File: config.mk
export PLATFORM = sky130hd
export DESIGN_NAME = vco_pair_meas_ctrl
export DESIGN_NICKNAME = d
export VERILOG_FILES = /design/src/rtl/vco_pair_meas_ctrl.sv
export SDC_FILE = /design/constraint.sdc
export NUM_CORES = 1
export LEC_CHECK = 0
export CAP_MARGIN = 20
export CORE_UTILIZATION = 55
export DETAILED_ROUTE_END_ITERATION = 10
export PLACE_DENSITY = 0.75
export SETUP_SLACK_MARGIN = 0.05
export SLEW_MARGIN = 20
export SYNTH_ARGS = -nofsm -noshare
export SYNTH_HDL_FRONTEND = slang
export SYNTH_SLANG_ARGS = --single-unit
File: constraint.sdc
create_clock -name clk -period 4 [get_ports clk]
set_input_delay 1.2 -clock clk [delete_from_list [all_inputs] [get_ports clk]]
set_output_delay 1.2 -clock clk [all_outputs]
set_load 0.05 [all_outputs]
File: src/rtl/vco_pair_meas_ctrl.sv
// Measurement sequencer for two ring VCOs: resets the selected VCO, lets it settle,
// then counts its synchronized divided output edges over a fixed gate window.
module vco_pair_meas_ctrl #(
    parameter int CNT_W         = 16,
    parameter int RST_CYCLES    = 16,
    parameter int SETTLE_CYCLES = 64,
    parameter int GATE_CYCLES   = 1024
) (
    input  logic             clk,
    input  logic             rst_n,
    input  logic             start,
    input  logic             auto_alt,
    input  logic             chan_sel,
    input  logic             continuous,
    input  logic [1:0]       vco_div_in,
    output logic [1:0]       vco_rst,
    output logic             busy,
    output logic             result_valid,
    input  logic             result_ready,
    output logic [CNT_W-1:0] result_count,
    output logic             result_chan,
    output logic             result_sat
);

    typedef enum logic [2:0] {
        S_IDLE,
        S_RESET,
        S_SETTLE,
        S_GATE,
        S_REPORT
    } state_t;

    localparam logic [31:0]      RST_LAST    = 32'(RST_CYCLES - 1);
    localparam logic [31:0]      SETTLE_LAST = 32'(SETTLE_CYCLES - 1);
    localparam logic [31:0]      GATE_LAST   = 32'(GATE_CYCLES - 1);
    localparam logic [CNT_W-1:0] CNT_MAX     = '1;
    localparam logic [CNT_W-1:0] CNT_ONE     = {{(CNT_W-1){1'b0}}, 1'b1};

    state_t           state_q, state_d;
    logic [31:0]      timer_q, timer_d;
    logic             ch_q, ch_d;
    logic             alt_mode_q, alt_mode_d;
    logic             next_alt_q, next_alt_d;
    logic             start_q, start_d;
    logic             pend_ch_q, pend_ch_d;
    logic             pend_alt_q, pend_alt_d;
    logic [CNT_W-1:0] count_q, count_d;
    logic             sat_q, sat_d;
    logic [1:0]       sync1_q, sync1_d;
    logic [1:0]       sync2_q, sync2_d;
    logic [1:0]       prev_q, prev_d;
    logic [1:0]       vco_rst_q, vco_rst_d;
    logic             busy_q, busy_d;
    logic             result_valid_q, result_valid_d;
    logic [CNT_W-1:0] result_count_q, result_count_d;
    logic             result_chan_q, result_chan_d;
    logic             result_sat_q, result_sat_d;
    logic [1:0]       rise;
    logic             nalt;

    assign rise = sync2_q & ~prev_q;

    always_comb begin
        state_d        = state_q;
        timer_d        = timer_q;
        ch_d           = ch_q;
        alt_mode_d     = alt_mode_q;
        next_alt_d     = next_alt_q;
        count_d        = count_q;
        sat_d          = sat_q;
        result_valid_d = result_valid_q;
        result_count_d = result_count_q;
        result_chan_d  = result_chan_q;
        result_sat_d   = result_sat_q;
        nalt           = next_alt_q;
        sync1_d        = vco_div_in;
        sync2_d        = sync1_q;
        prev_d         = sync2_q;

        // start is registered once so the mode inputs are captured with the pulse
        start_d    = start && (state_q == S_IDLE);
        pend_ch_d  = pend_ch_q;
        pend_alt_d = pend_alt_q;
        if (start && (state_q == S_IDLE)) begin
            pend_ch_d  = auto_alt ? next_alt_q : chan_sel;
            pend_alt_d = auto_alt;
        end

        case (state_q)
            S_IDLE: begin
                if (start_q) begin
                    ch_d       = pend_ch_q;
                    alt_mode_d = pend_alt_q;
                    timer_d    = '0;
                    state_d    = S_RESET;
                end
            end
            S_RESET: begin
                if (timer_q == RST_LAST) begin
                    timer_d = '0;
                    state_d = S_SETTLE;
                end else begin
                    timer_d = timer_q + 32'd1;
                end
            end
            S_SETTLE: begin
                count_d = '0;
                sat_d   = 1'b0;
                if (timer_q == SETTLE_LAST) begin
                    timer_d = '0;
                    state_d = S_GATE;
                end else begin
                    timer_d = timer_q + 32'd1;
                end
            end
            S_GATE: begin
                if (rise[ch_q] && (count_q != CNT_MAX)) begin
                    count_d = count_q + CNT_ONE;
                end
                sat_d = sat_q | (count_d == CNT_MAX);
                if (timer_q == GATE_LAST) begin
                    timer_d        = '0;
                    result_count_d = count_d;
                    result_chan_d  = ch_q;
                    result_sat_d   = sat_d;
                    result_valid_d = 1'b1;
                    state_d        = S_REPORT;
                end else begin
                    timer_d = timer_q + 32'd1;
                end
            end
            S_REPORT: begin
                if (result_valid_q && result_ready) begin
                    result_valid_d = 1'b0;
                    nalt           = alt_mode_q ? ~next_alt_q : next_alt_q;
                    next_alt_d     = nalt;
                    if (continuous) begin
                        ch_d       = auto_alt ? nalt : chan_sel;
                        alt_mode_d = auto_alt;
                        timer_d    = '0;
                        state_d    = S_RESET;
                    end else begin
                        state_d = S_IDLE;
                    end
                end
            end
            default: state_d = S_IDLE;
        endcase

        // Outputs derive from the next state so they line up with state_q
        vco_rst_d = 2'b11;
        if ((state_d == S_SETTLE) || (state_d == S_GATE) || (state_d == S_REPORT)) begin
            vco_rst_d[ch_d] = 1'b0;
        end
        busy_d = (state_d != S_IDLE);
    end

    always_ff @(posedge clk) begin
        if (!rst_n) begin
            state_q        <= S_IDLE;
            timer_q        <= '0;
            ch_q           <= 1'b0;
            alt_mode_q     <= 1'b0;
            next_alt_q     <= 1'b0;
            start_q        <= 1'b0;
            pend_ch_q      <= 1'b0;
            pend_alt_q     <= 1'b0;
            count_q        <= '0;
            sat_q          <= 1'b0;
            sync1_q        <= '0;
            sync2_q        <= '0;
            prev_q         <= '0;
            vco_rst_q      <= 2'b11;
            busy_q         <= 1'b0;
            result_valid_q <= 1'b0;
            result_count_q <= '0;
            result_chan_q  <= 1'b0;
            result_sat_q   <= 1'b0;
        end else begin
            state_q        <= state_d;
            timer_q        <= timer_d;
            ch_q           <= ch_d;
            alt_mode_q     <= alt_mode_d;
            next_alt_q     <= next_alt_d;
            start_q        <= start_d;
            pend_ch_q      <= pend_ch_d;
            pend_alt_q     <= pend_alt_d;
            count_q        <= count_d;
            sat_q          <= sat_d;
            sync1_q        <= sync1_d;
            sync2_q        <= sync2_d;
            prev_q         <= prev_d;
            vco_rst_q      <= vco_rst_d;
            busy_q         <= busy_d;
            result_valid_q <= result_valid_d;
            result_count_q <= result_count_d;
            result_chan_q  <= result_chan_d;
            result_sat_q   <= result_sat_d;
        end
    end

    assign vco_rst      = vco_rst_q;
    assign busy         = busy_q;
    assign result_valid = result_valid_q;
    assign result_count = result_count_q;
    assign result_chan  = result_chan_q;
    assign result_sat   = result_sat_q;

endmodule

==> results of run 1 <==
[Yosys cell counts (5+ instances only)]
master	number	share of area, %
a211oi_1	9	1.5
a21oi_1	25	2.9
a311oi_1	5	1.0
a31oi_1	13	1.9
and2_1	11	1.6
and3_1	12	1.7
and4_1	7	1.4
buf_2	6	0.68
clkbuf_1	25	2.1
dfxtp_1	86	39
inv_1	7	0.60
nand2_1	59	5.0
nand3_1	31	3.5
nand4_1	15	2.1
nor2_1	65	5.6
nor3_1	17	1.9
nor4_1	13	1.9
o21ai_0	10	1.1
o21ai_1	6	0.68
or3_1	9	1.3
or4_1	5	0.86
xnor2_1	17	3.4
xor2_1	14	2.8
[sequential cells by signal, summed over array words and instances (netlist names), 2 cells and up]
register	count
timer_q	32
result_count	16
count_q	16
state_q	3
prev_q	2
sync1_q	2
prev_d	2
vco_rst	2
[power by group through the flow]
stage                     Clock (mW)  Combinational [mW]  Sequential [mW]
after floorplan                    0              0.0553            0.891
after detailed placement           0              0.0866            0.892
after global placement             0              0.0859            0.891
after global routing           0.783              0.0947            0.873
after CTS                      0.755              0.0874            0.871
final                          0.745              0.0883            0.872
[cell families (layout without fill, tap and decap cells)]
logic type               after synthesis  after routing  share of synthesized area (%)
AO/OA/AOI/OAI                        105            105                           16.8
XOR/XNOR                              31             31                           6.19
adder cells (fa/ha/maj)                2              2                          0.571
buffers and inverters                 42             62                           4.02
flip-flops                            86             86                           39.3
multiplexers                           3              3                          0.713
AND/OR/NAND/NOR                      271            271                           32.5
[metal layers]
layer	part of all wire, %	GRT usage [%]	up-vias
met3	5.4	4.52	16
met2	44	39.8	132
met5	0	0	-
met1	49	35.2	1924
met4	1.8	9.52	0
li1	-	-	2019
[critical path, stage by stage]
cell             delay, ns
clkdlybuf4s50_1       0.54
nand3_1               0.12
o22a_1                0.42
nor2_1                0.27
nand3_1               0.14
or4b_1                0.49
a31oi_1               0.18
[stage by stage]
stage          total power, mW  cells  utilization, %
6_report                  1.70    662            64.4
5_1_grt                   1.75    662            64.4
4_1_cts                   1.71    662            64.4
3_5_place_dp             0.978    646            61.3
3_3_place_gp             0.977    646            61.3
2_1_floorplan            0.946    540               -
[worst paths after layout]
kind / endpoint / startpoint / cells past startpoint / slack [ns]
setup / recovery: timer_q[15] / result_ready / 7 / 0.94
setup reg to reg: result_count[10] / timer_q[16] / 6 / 1.04
hold / removal: prev_d[0] / sync1_q[0] / 1 / 0.44
hold reg to reg: prev_d[0] / sync1_q[0] / 1 / 0.44
[cell usage in the layout (no fill, tap or decap), types with 4 or more instances in the layout]
master           instances
dfxtp_1                 86
nor2_1                  65
nand2_1                 59
nand3_1                 31
clkdlybuf4s50_1         30
a21oi_1                 25
nor3_1                  17
xnor2_1                 17
nand4_1                 15
xor2_1                  14
a31oi_1                 13
nor4_1                  12
and3_1                  12
and2_1                  11
o21ai_0                 10
or3_1                    9
a211oi_1                 9
clkbuf_8                 9
buf_4                    8
inv_1                    7
and4_1                   7
o21ai_1                  6
or4_1                    5
a311oi_1                 5
or2_2                    4
o2111ai_1                4
a22oi_1                  4
nand3b_1                 4
[cell type report]
class                   instances  area (um2)  share of cell area, %
flip-flops and latches         86        1720                   34.6
well taps                     102         128                   2.56
repair buffers                 38         360                   7.24
clock buffers                   9         124                   2.49
clock inverters                 7         120                   2.41
inverters                       8        30.0                  0.603
multi-input cells             412        2490                   50.1
==> results.ini, run 1 <==
[routing]
firstDrtPassIters = 5
vias = 4091
wl_per_cell_um = 15.6
drt-initial-drc-count = 298
postRouteAntennaNets = 0
via_per_inst = 6.18
drc_errors = 0
routed_wl_mm = 10.3

[power_and_ir_drop]
p_switching_uw = 392
clkPwrFrac_pct = 43.7
max-vdd-ir-drop_v = 0.000251
powerDensity_nw_per_um2 = 342
p_comb_share_pct = 5.2
p_sw_share_pct = 23.0
p_int_mw = 1.31
p_seq_share_pct = 51.1
leakage_nw = 1.59

[final_layout]
layout.nets = 566
postLayoutCellArea_um2 = 4980
layout-drive-gt1-share_pct = 6.96
antennaDiodeCount = 0
fillerInstances = 674
area_growth_pct = 13.5

[clock_network]
clk_pin_slew_worst_paths_ns = 0.09
htree_levels = 3
ctsResizeCount = 0
clk_latency_ns = 0.36
postCtsSetupRepairBufs = 0
cts_root_buf = clkbuf_8
cts_made_buffers = 9
cts.sinks = 86
cts_buffer_depth = 2
tritoncts = yes
postCtsHoldBufs = 0

[sta]
max_freq_mhz = 327
min_period_ns = 3.06
clock_skew_ns = 0.0121
finalSetupViolCount = 0
hold_viol_final = 0
tightestPinTransition_ns = 0.935
drv_slew = 0
fin_ws_ns = 0.941
rsz0062_at_grt = no
fin_hold_ws_ns = 0.438
maxSlewHeadroom_pct = 37.1
period_share_pct = 76.5
setup_tns_ns = 0

[yosys]
synthesis.instances = 540
syn_nets = 551
syn_area_per_cell_um2 = 8.12
synth_edf_count = 0
synth_cell_type_count = 67
yosysSeqAreaShare_pct = 39.3
synth_warnings = 0
ys.flop_type = dfxtp_1
synth_seq_cells = 86
synthesis.area_um2 = 4390
async_reset_ff_share_pct = 0

[floorplan]
row_count = 32
die-height_um = 91.3
core_um2 = 7730
start_util_pct = 56.8
ioPinCount = 31
die-area_um2 = 8330
die_w_um = 91.3

[placement]
hpwl_mm = 7.11
gp_congestion = 0.856
port-buffer-count = 30
place_ws_ns = 0.589
placed_area_um2 = 4730

[global_route]
overflow = 0
grt_pass1_vias = 3696
antenna_found_initial = 0
grt_pass1_wl_mm = 17.2
grtUsageTotal_pct = 25.5
grt_max_degree = 26

[critical_path]
worstPathMaxFanout = 16
crit_required_ns = 4.30
cp-start-kind = input pin
endpoint_kind = flip-flop
arrival_ns = 3.36
path_class = input pin to flip-flop

[hold_path]
hold_path_class = flip-flop to flip-flop

[job]
cap_violations = 0

[outcome]
status = finished, final reports clean

Power figures use the tool's default switching activity.
==> run 2: changes to the inputs <==
--- a/config.mk
+++ b/config.mk
@@ -6,9 +6,9 @@
 export NUM_CORES = 1
 export LEC_CHECK = 0
 export CAP_MARGIN = 20
-export CORE_UTILIZATION = 55
+export CORE_UTILIZATION = 53
 export DETAILED_ROUTE_END_ITERATION = 10
-export PLACE_DENSITY = 0.75
+export PLACE_DENSITY = 0.76
 export SETUP_SLACK_MARGIN = 0.05
 export SLEW_MARGIN = 20
 export SYNTH_ARGS = -nofsm -noshare
==> constraint.sdc (replaced) <==
create_clock -name clk -period 2.6 [get_ports clk]
set_input_delay 0.78 -clock clk [delete_from_list [all_inputs] [get_ports clk]]
set_output_delay 0.78 -clock clk [all_outputs]
set_load 0.05 [all_outputs]
==> results.ini, run 2 (synthesis gave the netlist of run 1 again) <==
[global_route]
grt_pass1_vias = 3670
antenna_found_initial = 0
overflow = 0
grt_pass1_wl_mm = 17.9
grt_max_degree = 31
grtUsageTotal_pct = 26.1

[sta]
period_share_pct = 92.5
min_period_ns = 2.41
fin_ws_ns = 0.194
max_freq_mhz = 416
drv_slew = 0
tightestPinTransition_ns = 0.663
clock_skew_ns = 0.0113
hold_viol_final = 0
finalSetupViolCount = 0
rsz0062_at_grt = yes
maxSlewHeadroom_pct = 55.8
setup_tns_ns = 0

[final_layout]
area_growth_pct = 17.5
fillerInstances = 709
seq_area_um2 = 1720
mostFrequentLayoutCells = dfxtp_1 (86), nor2_1 (65), nand2_1 (59)
regMostFlops = timer_q
layout_commonest_cell = dfxtp_1
postLayoutCellArea_um2 = 5150
layout-drive-gt1-share_pct = 11.3
antennaDiodeCount = 0
multi_input_comb_area_um2 = 2500
largest_register_ffs = 32
layout.nets = 591

[critical_path]
max_stage_delay_ns = 0.84
worstPathCellList = clkdlybuf4s50_1
crit_start = result_valid
r2r-start = timer_q[17]
critical_path.top_delay_family = buffers and inverters
cp_slowest_cell = clkdlybuf4s50_1
worstReg2RegEnd = timer_q[12]
crit_required_ns = 1.82
critical_path_buf_inv_count = 1
worstPathMaxFanout = 6
endpoint_kind = output port
arrival_ns = 1.63
reg2reg_slack_ns = 0.22
path_class = flip-flop to output port
cp-start-kind = flip-flop
r2r_cells = 6

[floorplan]
start_util_pct = 55.9
die-area_um2 = 8640
row_count = 32
die-height_um = 93.0
die_w_um = 93.0
ioPinCount = 31
core_um2 = 7850

[routing]
wl_per_cell_um = 15.7
firstDrtPassIters = 5
routed_wl_mm = 10.8
via_per_inst = 6.12
drc_errors = 0
drt-initial-drc-count = 317
postRouteAntennaNets = 0
vias = 4207

[power_and_ir_drop]
leakage_nw = 1.71
powerDensity_nw_per_um2 = 474
max-vdd-ir-drop_v = 0.000370

[hold_path]
min_to = prev_d[1]
min-delay-start = sync1_q[1]
hold_path_class = flip-flop to flip-flop
whs_path_depth = 1

[clock_network]
postCtsHoldBufs = 0
cts.sinks = 86
tritoncts = yes
clk_pin_slew_worst_paths_ns = 0.09
cts_root_buf = clkbuf_8
htree_levels = 3
cts_buffer_depth = 2
cts_made_buffers = 9
clk_latency_ns = 0.36

[job]
cap_violations = 0

[placement]
placed_area_um2 = 4950
port-buffer-count = 30
place_ws_ns = -0.110
gp_congestion = 0.902
hpwl_mm = 7.61

[outcome]
status = finished, final reports clean

run 2: changes by cell type in the layout (fill, tap and decap cells not counted), moves of 2 or more:
cell and delta:
buf_4 +23, buf_12 +2, bufinv_16 -2, clkinv_4 +2
run 2: where the power goes:
| group | internal (mW) | switching, mW | total, mW | leakage, nW |
|---|---|---|---|---|
| logic | 0.0622 | 0.0942 | 0.156 | 0.911 |
| registers | 1.33 | 0.0110 | 1.34 | 0.695 |
| clock network | 0.447 | 0.501 | 0.948 | 0.0996 |
| total | 1.84 | 0.607 | 2.44 | 1.71 |
run 2: worst max-delay path by stage:
stage / end / slack (ns) / depth (start not counted)
after floorplan: timer_q[27] / 0.29 / 7
after detailed placement: timer_q[18] / -0.11 / 6
after global routing: result_count[14] / 0.05 / 6
after global placement: timer_q[22] / 0.01 / 8
final: result_valid / 0.19 / 1
after CTS: result_count[14] / 0.1 / 6
run 2: routing by layer:
layer  track usage [%]  wire length [um]  vias to the layer above
met1              37.5              5070                     1960
li1                  -                 -                     2073
met2              38.7              4740                      152
met5                 0                 0                        -
met4              11.0               238                        0
met3              4.02               719                       22
run 2: timing repair:
| action | CTS | global route |
|---|---|---|
| gates resized for setup | 0 | 2 |
| setup endpoints to repair | 0 | 34 |
| setup buffers | 0 | 0 |
run 2: metrics by stage:
| stage | std cells | hold WS, ns | utilization [%] | power [mW] |
|---|---|---|---|---|
| floorplan | 540 | 0.412 | - | 1.46 |
| global placement | 671 | 0.416 | 63.0 | 1.52 |
| detailed placement | 671 | 0.428 | 63.0 | 1.52 |
| CTS | 687 | 0.450 | 65.5 | 2.46 |
| global route | 687 | 0.464 | 65.7 | 2.52 |
| finish | 687 | 0.443 | 65.7 | 2.44 |
run 2: final cells by class:
class / instances / area share, %
Clock buffer: 9 / 2.40
Clock inverter: 7 / 1.43
Inverter: 8 / 0.583
Multi-Input combinational cell: 412 / 48.6
Sequential cell: 86 / 33.4
Tap cell: 102 / 2.48
Timing Repair Buffer: 63 / 11.1
